--- src/rtl/segway_math_pipe_if.sv ---
// Sample bus into the segway math pipe and the wheel-command bus out of it.
// No backpressure: the pipe accepts a sample every cycle and outputs are strobes.
interface segway_math_pipe_if #(
    parameter int W = 12
);
    logic                vld;
    logic signed [W-1:0] PID_cntrl;
    logic [11:0]         steer_pot;
    logic                en_steer;
    logic                pwr_up;
    logic signed [W-1:0] lft_spd;
    logic signed [W-1:0] rght_spd;
    logic                spd_vld;
    logic                too_fast;

    modport master (
        output vld, PID_cntrl, steer_pot, en_steer, pwr_up,
        input  lft_spd, rght_spd, spd_vld, too_fast
    );

    modport slave (
        input  vld, PID_cntrl, steer_pot, en_steer, pwr_up,
        output lft_spd, rght_spd, spd_vld, too_fast
    );
endinterface

--- src/rtl/segway_math_pipe.sv ---
// Soft-start, steering mix, deadzone shaping and slew limit for two wheel commands; 3 clk vld->spd_vld.
// No backpressure: full throughput, pwr_up low flushes the pipe and zeroes the outputs.
module segway_math_pipe #(
    parameter int W          = 12,
    parameter int SS_W       = 8,
    parameter int SLEW       = 'h040,
    parameter int MIN_DUTY   = 'h3C0,
    parameter int LOW_BAND   = 'h3C,
    parameter int GAIN_SHIFT = 4,
    parameter int FAST_LIM   = 1792,
    parameter int FAST_CNT   = 4
) (
    input  logic              clk,
    input  logic              rst_n,
    segway_math_pipe_if.slave bus
);
    localparam int PW = W + SS_W + 1;
    localparam int TW = W + 3;
    localparam int CW = $clog2(FAST_CNT + 1);

    localparam logic [W:0]           BAND   = (W+1)'(LOW_BAND);
    localparam logic signed [TW-1:0] DUTY   = TW'(MIN_DUTY);
    localparam logic signed [TW-1:0] SAT_HI = TW'((1 << (W-1)) - 1);
    localparam logic signed [TW-1:0] SAT_LO = ~SAT_HI;
    localparam logic signed [W:0]    STEP   = (W+1)'(SLEW);
    localparam logic signed [W-1:0]  F_LIM  = W'(FAST_LIM);
    localparam logic [CW-1:0]        F_CNT  = CW'(FAST_CNT);

    typedef enum logic [1:0] {OFF, RAMP, RUN} state_t;

    // Deadzone compensation: large demands get a duty offset, small ones a gain boost.
    function automatic logic signed [W-1:0] shape(input logic signed [W:0] t);
        logic [W:0]           mag;
        logic signed [TW-1:0] tw;
        logic signed [TW-1:0] y;
        logic signed [W-1:0]  res;
        mag = t[W] ? $unsigned(-t) : $unsigned(t);
        tw  = TW'(t);
        if (mag > BAND) y = t[W] ? tw - DUTY : tw + DUTY;
        else            y = tw <<< GAIN_SHIFT;
        if (y > SAT_HI)      res = W'(SAT_HI);
        else if (y < SAT_LO) res = W'(SAT_LO);
        else                 res = W'(y);
        return res;
    endfunction

    // One extra bit keeps target-prev from wrapping at the rails.
    function automatic logic signed [W-1:0] slew(input logic signed [W-1:0] prev,
                                                 input logic signed [W-1:0] tgt);
        logic signed [W:0] d;
        logic signed [W:0] nxt;
        d = (W+1)'(tgt) - (W+1)'(prev);
        if (d > STEP)       d = STEP;
        else if (d < -STEP) d = -STEP;
        nxt = (W+1)'(prev) + d;
        return W'(nxt);
    endfunction

    state_t              state;
    logic [SS_W-1:0]     ss_tmr;
    logic                ss_sat;

    logic signed [PW-1:0] pid_prod;
    logic signed [W-1:0]  pid_ss_c;
    logic [11:0]          pot_c;
    logic signed [11:0]   steer_s;
    logic signed [W:0]    steer_c;

    logic                 s1_vld;
    logic signed [W-1:0]  s1_pid;
    logic signed [W:0]    s1_steer;
    logic                 s1_en;

    logic signed [W:0]    st2;
    logic signed [W:0]    lft_sum;
    logic signed [W:0]    rght_sum;
    logic signed [W-1:0]  lft_tgt;
    logic signed [W-1:0]  rght_tgt;

    logic                 s2_vld;
    logic signed [W-1:0]  s2_lft;
    logic signed [W-1:0]  s2_rght;

    logic signed [W-1:0]  lft_q;
    logic signed [W-1:0]  rght_q;
    logic signed [W-1:0]  lft_nxt;
    logic signed [W-1:0]  rght_nxt;
    logic                 out_vld;
    logic                 fast_q;
    logic                 over;
    logic [CW-1:0]        cnt;
    logic [CW-1:0]        cnt_nxt;

    assign ss_sat = &ss_tmr;

    always_comb begin
        pid_prod = $signed(PW'(bus.PID_cntrl)) * $signed(PW'({1'b0, ss_tmr}));
        pid_ss_c = W'(pid_prod >>> SS_W);
        if (bus.steer_pot < 12'h200)      pot_c = 12'h200;
        else if (bus.steer_pot > 12'hE00) pot_c = 12'hE00;
        else                              pot_c = bus.steer_pot;
        steer_s = $signed(pot_c - 12'h7FF);
        steer_c = (W+1)'(steer_s >>> 4) + (W+1)'(steer_s >>> 3);
    end

    always_comb begin
        st2      = s1_en ? s1_steer : '0;
        lft_sum  = (W+1)'(s1_pid) + st2;
        rght_sum = (W+1)'(s1_pid) - st2;
        lft_tgt  = shape(lft_sum);
        rght_tgt = shape(rght_sum);
    end

    // Overspeed looks at the values about to be registered so too_fast lines up with spd_vld.
    always_comb begin
        lft_nxt  = slew(lft_q, s2_lft);
        rght_nxt = slew(rght_q, s2_rght);
        over     = (lft_nxt > F_LIM) || (rght_nxt > F_LIM);
        if (!over)              cnt_nxt = '0;
        else if (cnt == F_CNT)  cnt_nxt = cnt;
        else                    cnt_nxt = cnt + 1'b1;
    end

    always_ff @(posedge clk or negedge rst_n) begin
        if (!rst_n) begin
            state    <= OFF;
            ss_tmr   <= '0;
            s1_vld   <= 1'b0;
            s1_pid   <= '0;
            s1_steer <= '0;
            s1_en    <= 1'b0;
            s2_vld   <= 1'b0;
            s2_lft   <= '0;
            s2_rght  <= '0;
            out_vld  <= 1'b0;
            lft_q    <= '0;
            rght_q   <= '0;
            cnt      <= '0;
            fast_q   <= 1'b0;
        end else if (!bus.pwr_up) begin
            state   <= OFF;
            ss_tmr  <= '0;
            s1_vld  <= 1'b0;
            s2_vld  <= 1'b0;
            out_vld <= 1'b0;
            lft_q   <= '0;
            rght_q  <= '0;
            cnt     <= '0;
            fast_q  <= 1'b0;
        end else begin
            case (state)
                OFF:     state <= RAMP;
                RAMP:    if (ss_sat) state <= RUN;
                RUN:     state <= RUN;
                default: state <= OFF;
            endcase

            if (bus.vld && state != RUN && !ss_sat) ss_tmr <= ss_tmr + 1'b1;

            s1_vld <= bus.vld;
            if (bus.vld) begin
                s1_pid   <= pid_ss_c;
                s1_steer <= steer_c;
                s1_en    <= bus.en_steer;
            end

            s2_vld <= s1_vld;
            if (s1_vld) begin
                s2_lft  <= lft_tgt;
                s2_rght <= rght_tgt;
            end

            out_vld <= s2_vld;
            if (s2_vld) begin
                lft_q  <= lft_nxt;
                rght_q <= rght_nxt;
                cnt    <= cnt_nxt;
                fast_q <= (cnt_nxt == F_CNT);
            end
        end
    end

    assign bus.lft_spd  = lft_q;
    assign bus.rght_spd = rght_q;
    assign bus.spd_vld  = out_vld;
    assign bus.too_fast = fast_q;
endmodule

--- src/flat_wrapper.sv ---
// flat-port wrapper written by rule: the top's interface ports become plain ports
module segway_math_pipe_flat 
#(
    parameter int W          = 12,
    parameter int SS_W       = 8,
    parameter int SLEW       = 'h040,
    parameter int MIN_DUTY   = 'h3C0,
    parameter int LOW_BAND   = 'h3C,
    parameter int GAIN_SHIFT = 4,
    parameter int FAST_LIM   = 1792,
    parameter int FAST_CNT   = 4
)
  (clk, rst_n, bus_vld, bus_PID_cntrl, bus_steer_pot, bus_en_steer, bus_pwr_up, bus_lft_spd, bus_rght_spd, bus_spd_vld, bus_too_fast);
  segway_math_pipe_if #(.W(W)) bus_i ();
  input  logic clk;
  input  logic rst_n;
  input wire logic [$bits(bus_i.vld)-1:0] bus_vld;
  input wire logic [$bits(bus_i.PID_cntrl)-1:0] bus_PID_cntrl;
  input wire logic [$bits(bus_i.steer_pot)-1:0] bus_steer_pot;
  input wire logic [$bits(bus_i.en_steer)-1:0] bus_en_steer;
  input wire logic [$bits(bus_i.pwr_up)-1:0] bus_pwr_up;
  output wire logic [$bits(bus_i.lft_spd)-1:0] bus_lft_spd;
  output wire logic [$bits(bus_i.rght_spd)-1:0] bus_rght_spd;
  output wire logic [$bits(bus_i.spd_vld)-1:0] bus_spd_vld;
  output wire logic [$bits(bus_i.too_fast)-1:0] bus_too_fast;
  assign bus_i.vld = bus_vld;
  assign bus_i.PID_cntrl = bus_PID_cntrl;
  assign bus_i.steer_pot = bus_steer_pot;
  assign bus_i.en_steer = bus_en_steer;
  assign bus_i.pwr_up = bus_pwr_up;
  assign bus_lft_spd = bus_i.lft_spd;
  assign bus_rght_spd = bus_i.rght_spd;
  assign bus_spd_vld = bus_i.spd_vld;
  assign bus_too_fast = bus_i.too_fast;
  segway_math_pipe #(.W(W), .SS_W(SS_W), .SLEW(SLEW), .MIN_DUTY(MIN_DUTY), .LOW_BAND(LOW_BAND), .GAIN_SHIFT(GAIN_SHIFT), .FAST_LIM(FAST_LIM), .FAST_CNT(FAST_CNT)) u_core (.clk(clk), .rst_n(rst_n), .bus(bus_i));
endmodule
--- config.mk ---
export PLATFORM = sky130hd
export DESIGN_NAME = segway_math_pipe_flat
export DESIGN_NICKNAME = d
export VERILOG_FILES = /design/src/rtl/segway_math_pipe_if.sv /design/src/rtl/segway_math_pipe.sv /design/src/flat_wrapper.sv
export SDC_FILE = /design/constraint.sdc
export NUM_CORES = 1
export LEC_CHECK = 0
export ABC_AREA = 1
export CAP_MARGIN = 40
export CORE_MARGIN = 1
export CORE_UTILIZATION = 36
export DETAILED_ROUTE_END_ITERATION = 8
export HOLD_SLACK_MARGIN = 0.02
export PLACE_DENSITY_LB_ADDON = 0.08
export REMOVE_ABC_BUFFERS = 1
export SYNTH_ARGS = -nofsm -noshare
export SYNTH_HDL_FRONTEND = slang
export SYNTH_SLANG_ARGS = --single-unit
--- constraint.sdc ---
create_clock -name clk -period 6.04 [get_ports clk]
set_clock_uncertainty 0.05 [all_clocks]
set_input_delay 0.906 -clock clk [delete_from_list [all_inputs] [get_ports clk]]
set_output_delay 0.906 -clock clk [all_outputs]
set_load 0.01 [all_outputs]
==> results.toml <==
[worst_setup_path]
required_ns = 6.24
crit_path_max_fanout = 8
r2r_cells = 25
end_kind = "flip-flop"
critPathArrivalTime_ns = 5.56
r2r_end = "u_core.cnt[0]"
worstSetupPathType = "in2reg"
start_kind = "input pin"
r2r_slack_ns = 1.07
r2r-start = "u_core.bus.lft_spd[0]"

[detailed_routing]
routed.top_layer = "met4"
wl_met1_um = 14800
ant_nets = 0
route.met3.wl_um = 555
vias_per_cell = 4.71
initialDrtViolationCount = 442
wl_per_cell_um = 12.6
routed-via-count = 10900
met2_length_um = 13600
route.detailed.drc = 0
routed_wl_um = 29200
first_pass_iters = 5

[synth]
synth-seq-area-share_pct = 17.6
synthArstFlopShare_pct = 100
synth_edf_count = 0
synthCells = 1835
synth_seq_cells = 88
yosysWarnings = 0
avgSynthCellArea_um2 = 6.83
ys_types = 52
synth_ff_type = "dfrtp_1"
netlist_area_um2 = 12500

[sta]
slew_headroom_pct = 45.6
rsz0062_at_grt = "false"
period_minus_slack_ns = 5.36
finalHoldViolCount = 0
tightestPinTransition_ns = 0.815
fmax_mhz = 187
finalSetupViolations = 0
setup_tns_ns = 0
drv_slew = 0
setup_ws_ns = 0.682
fin_crit_sh_pct = 88.7

[global_routing]
overflow = 0
antenna_found_initial = 0
grt_pass1_vias = 11000
grt_max_degree = 60
grt_usage_pct = 17.7
grt_pass1_wl_um = 52100

[worst_hold_path]
hp-class = "in2async"

[power_and_ir_drop]
peakVddDrop_v = 0.000316
power.density_nw_per_um2 = 458
p_leak_nw = 7.64

[clock_network]
cts-root-buf = "clkbuf_16"
ctsHoldBuffers = 0
cts_tree = "yes"
postCtsSetupRepairBufs = 0
ctsResizeCount = 0
clk_pin_slew_ns = 0.07
ctsHtreeMaxLevel = 3
clock_path_buffers = 2
worstSkewPairLatency_ns = 0.36
cts_buffers = 9
numClockSinks = 88

[die]
coreArea_um2 = 33900
initial_core_util_pct = 37.0
die_x_um = 189
core.rowCount = 67
fp.dieH_um = 189
dieArea_um2 = 35600
ios = 55

[job]
timing.max_cap.violations = 0

[placement]
pre_cts_ws_ns = 0.300
post-dp-hpwl_um = 24200
place_congestion = 0.843
portBuffers = 54

[final_layout]
diodes = 0
area_delta_synth_final_pct = 9.85
fin_nets = 2105
num-fill-cells = 3677
layout-drive-gt1-share_pct = 3.70

[outcome]
outcome = "completed"
[through the flow]
step | util [%] | std cells | hold slack (ns) | cell area [um^2] | power, mW
after floorplan | - | 1790 | 0.399 | 12300 | 4.64
after global placement | 39.7 | 2296 | 0.417 | 13400 | 5.64
after detailed placement | 39.7 | 2296 | 0.420 | 13400 | 5.67
after CTS | 40.6 | 2312 | 0.434 | 13800 | 6.36
after global routing | 40.6 | 2312 | 0.451 | 13800 | 7.15
final | 40.6 | 2312 | 0.424 | 13800 | 6.30
[worst max-delay path by stage]
| stage | from | end | cells after the start |
|---|---|---|---|
| 6_report | bus_PID_cntrl[11] | u_core.s1_pid[11] | 19 |
| 5_1_grt | bus_PID_cntrl[11] | u_core.s1_pid[11] | 19 |
| 4_1_cts | bus_PID_cntrl[11] | u_core.s1_pid[11] | 19 |
| 3_5_place_dp | bus_PID_cntrl[11] | u_core.s1_pid[11] | 19 |
| 3_3_place_gp | bus_PID_cntrl[11] | u_core.s1_pid[11] | 19 |
| 2_1_floorplan | bus_PID_cntrl[11] | u_core.s1_pid[11] | 18 |
[worst max-delay path, cell delays in order]
cell,delay [ns]
clkdlybuf4s50_1,0.53
nand2_1,0.17
inv_1,0.10
fa_1,0.65
inv_1,0.14
fa_1,0.50
fa_1,0.49
inv_1,0.05
fa_1,0.47
ha_1,0.39
nand2_1,0.09
nor2_1,0.16
nand3_1,0.11
o2111ai_1,0.11
nand2_1,0.16
o31ai_1,0.27
a21oi_1,0.09
o21ai_0,0.08
nand2_1,0.06
[cell families (layout without fill, tap and decap cells)]
logic type | Yosys count | in the layout | synth area share (%)
simple gates | 793 | 793 | 26.5
buf+inv | 425 | 454 | 13.2
compound gates | 244 | 244 | 11.1
fa+ha+maj | 217 | 217 | 26.7
flops | 88 | 88 | 17.6
xor+xnor | 68 | 68 | 4.99
[power by group]
| part | switching (mW) | leakage [nW] | total (mW) | internal (mW) |
|---|---|---|---|---|
| sequential | 0.134 | 1.13 | 0.879 | 0.744 |
| clock | 0.275 | 0.159 | 0.651 | 0.376 |
| combinational | 3.04 | 6.35 | 4.77 | 1.73 |
[flip-flops by register name (all words and copies together), names as in the netlist, 3 cells and up]
signal               flops
u_core.cnt               3
u_core.s1_steer         10
u_core.ss_tmr            8
u_core.s2_lft           12
u_core.bus.rght_spd     12
u_core.s2_rght          12
u_core.s1_pid           12
u_core.bus.lft_spd      12
[layout by cell type (no fill, tap or decap), drive strengths merged, types with 22 or more instances in the layout]
cell type      count
nand4             22
nand2            513
a21oi             91
nor2             135
inv              381
xor2              44
nand3             77
fa                84
clkdlybuf4s50     53
ha               133
dfrtp             88
xnor2             24
o21ai             97
nor3              23
[cell type report]
| cell class | count | area [um^2] | share of cell area, % |
|---|---|---|---|
| repair buffers | 58 | 568 | 4.13 |
| inverters | 380 | 1430 | 10.4 |
| flip-flops and latches | 88 | 2200 | 16.0 |
| well taps | 448 | 561 | 4.07 |
| clock buffers | 10 | 239 | 1.74 |
| multi-input cells | 1322 | 8680 | 63.0 |
| clock inverters | 6 | 90.1 | 0.655 |
[cell usage after synthesis, types with 3 or more instances]
library cell | n | area share (%)
a21oi_2 | 8 | 0.56
o21bai_1 | 8 | 0.48
nand3_1 | 74 | 3.0
xnor2_1 | 23 | 1.6
o31ai_1 | 4 | 0.24
a31oi_1 | 10 | 0.50
buf_2 | 3 | 0.12
fa_1 | 84 | 13
nor2_4 | 4 | 0.36
nor4_1 | 8 | 0.40
ha_1 | 133 | 13
o22ai_1 | 15 | 0.75
o21ai_0 | 89 | 3.6
clkbuf_2 | 5 | 0.20
clkbuf_1 | 27 | 0.81
nand2_1 | 502 | 15
nor2_2 | 5 | 0.25
nand3_2 | 3 | 0.24
buf_4 | 6 | 0.36
nor3_1 | 23 | 0.92
xor2_2 | 3 | 0.39
nand2_2 | 9 | 0.45
nand4_1 | 22 | 1.1
nor2_1 | 126 | 3.8
a21oi_1 | 82 | 3.3
dfrtp_1 | 88 | 18
and2_1 | 3 | 0.15
inv_2 | 9 | 0.27
inv_1 | 371 | 11
a211oi_1 | 5 | 0.30
o2111ai_1 | 3 | 0.21
o21ai_1 | 8 | 0.32
buf_6 | 3 | 0.27
nand3b_1 | 6 | 0.36
xor2_1 | 41 | 2.9
[per-layer routing]
| layer | vias up | global-route usage (%) |
|---|---|---|
| met5 | - | 0 |
| met4 | 0 | 4.19 |
| met3 | 16 | 1.66 |
| met2 | 113 | 30.4 |
| met1 | 4990 | 23.8 |
| li1 | 5765 | - |
Note: power is estimated with default switching activity, not from simulation.
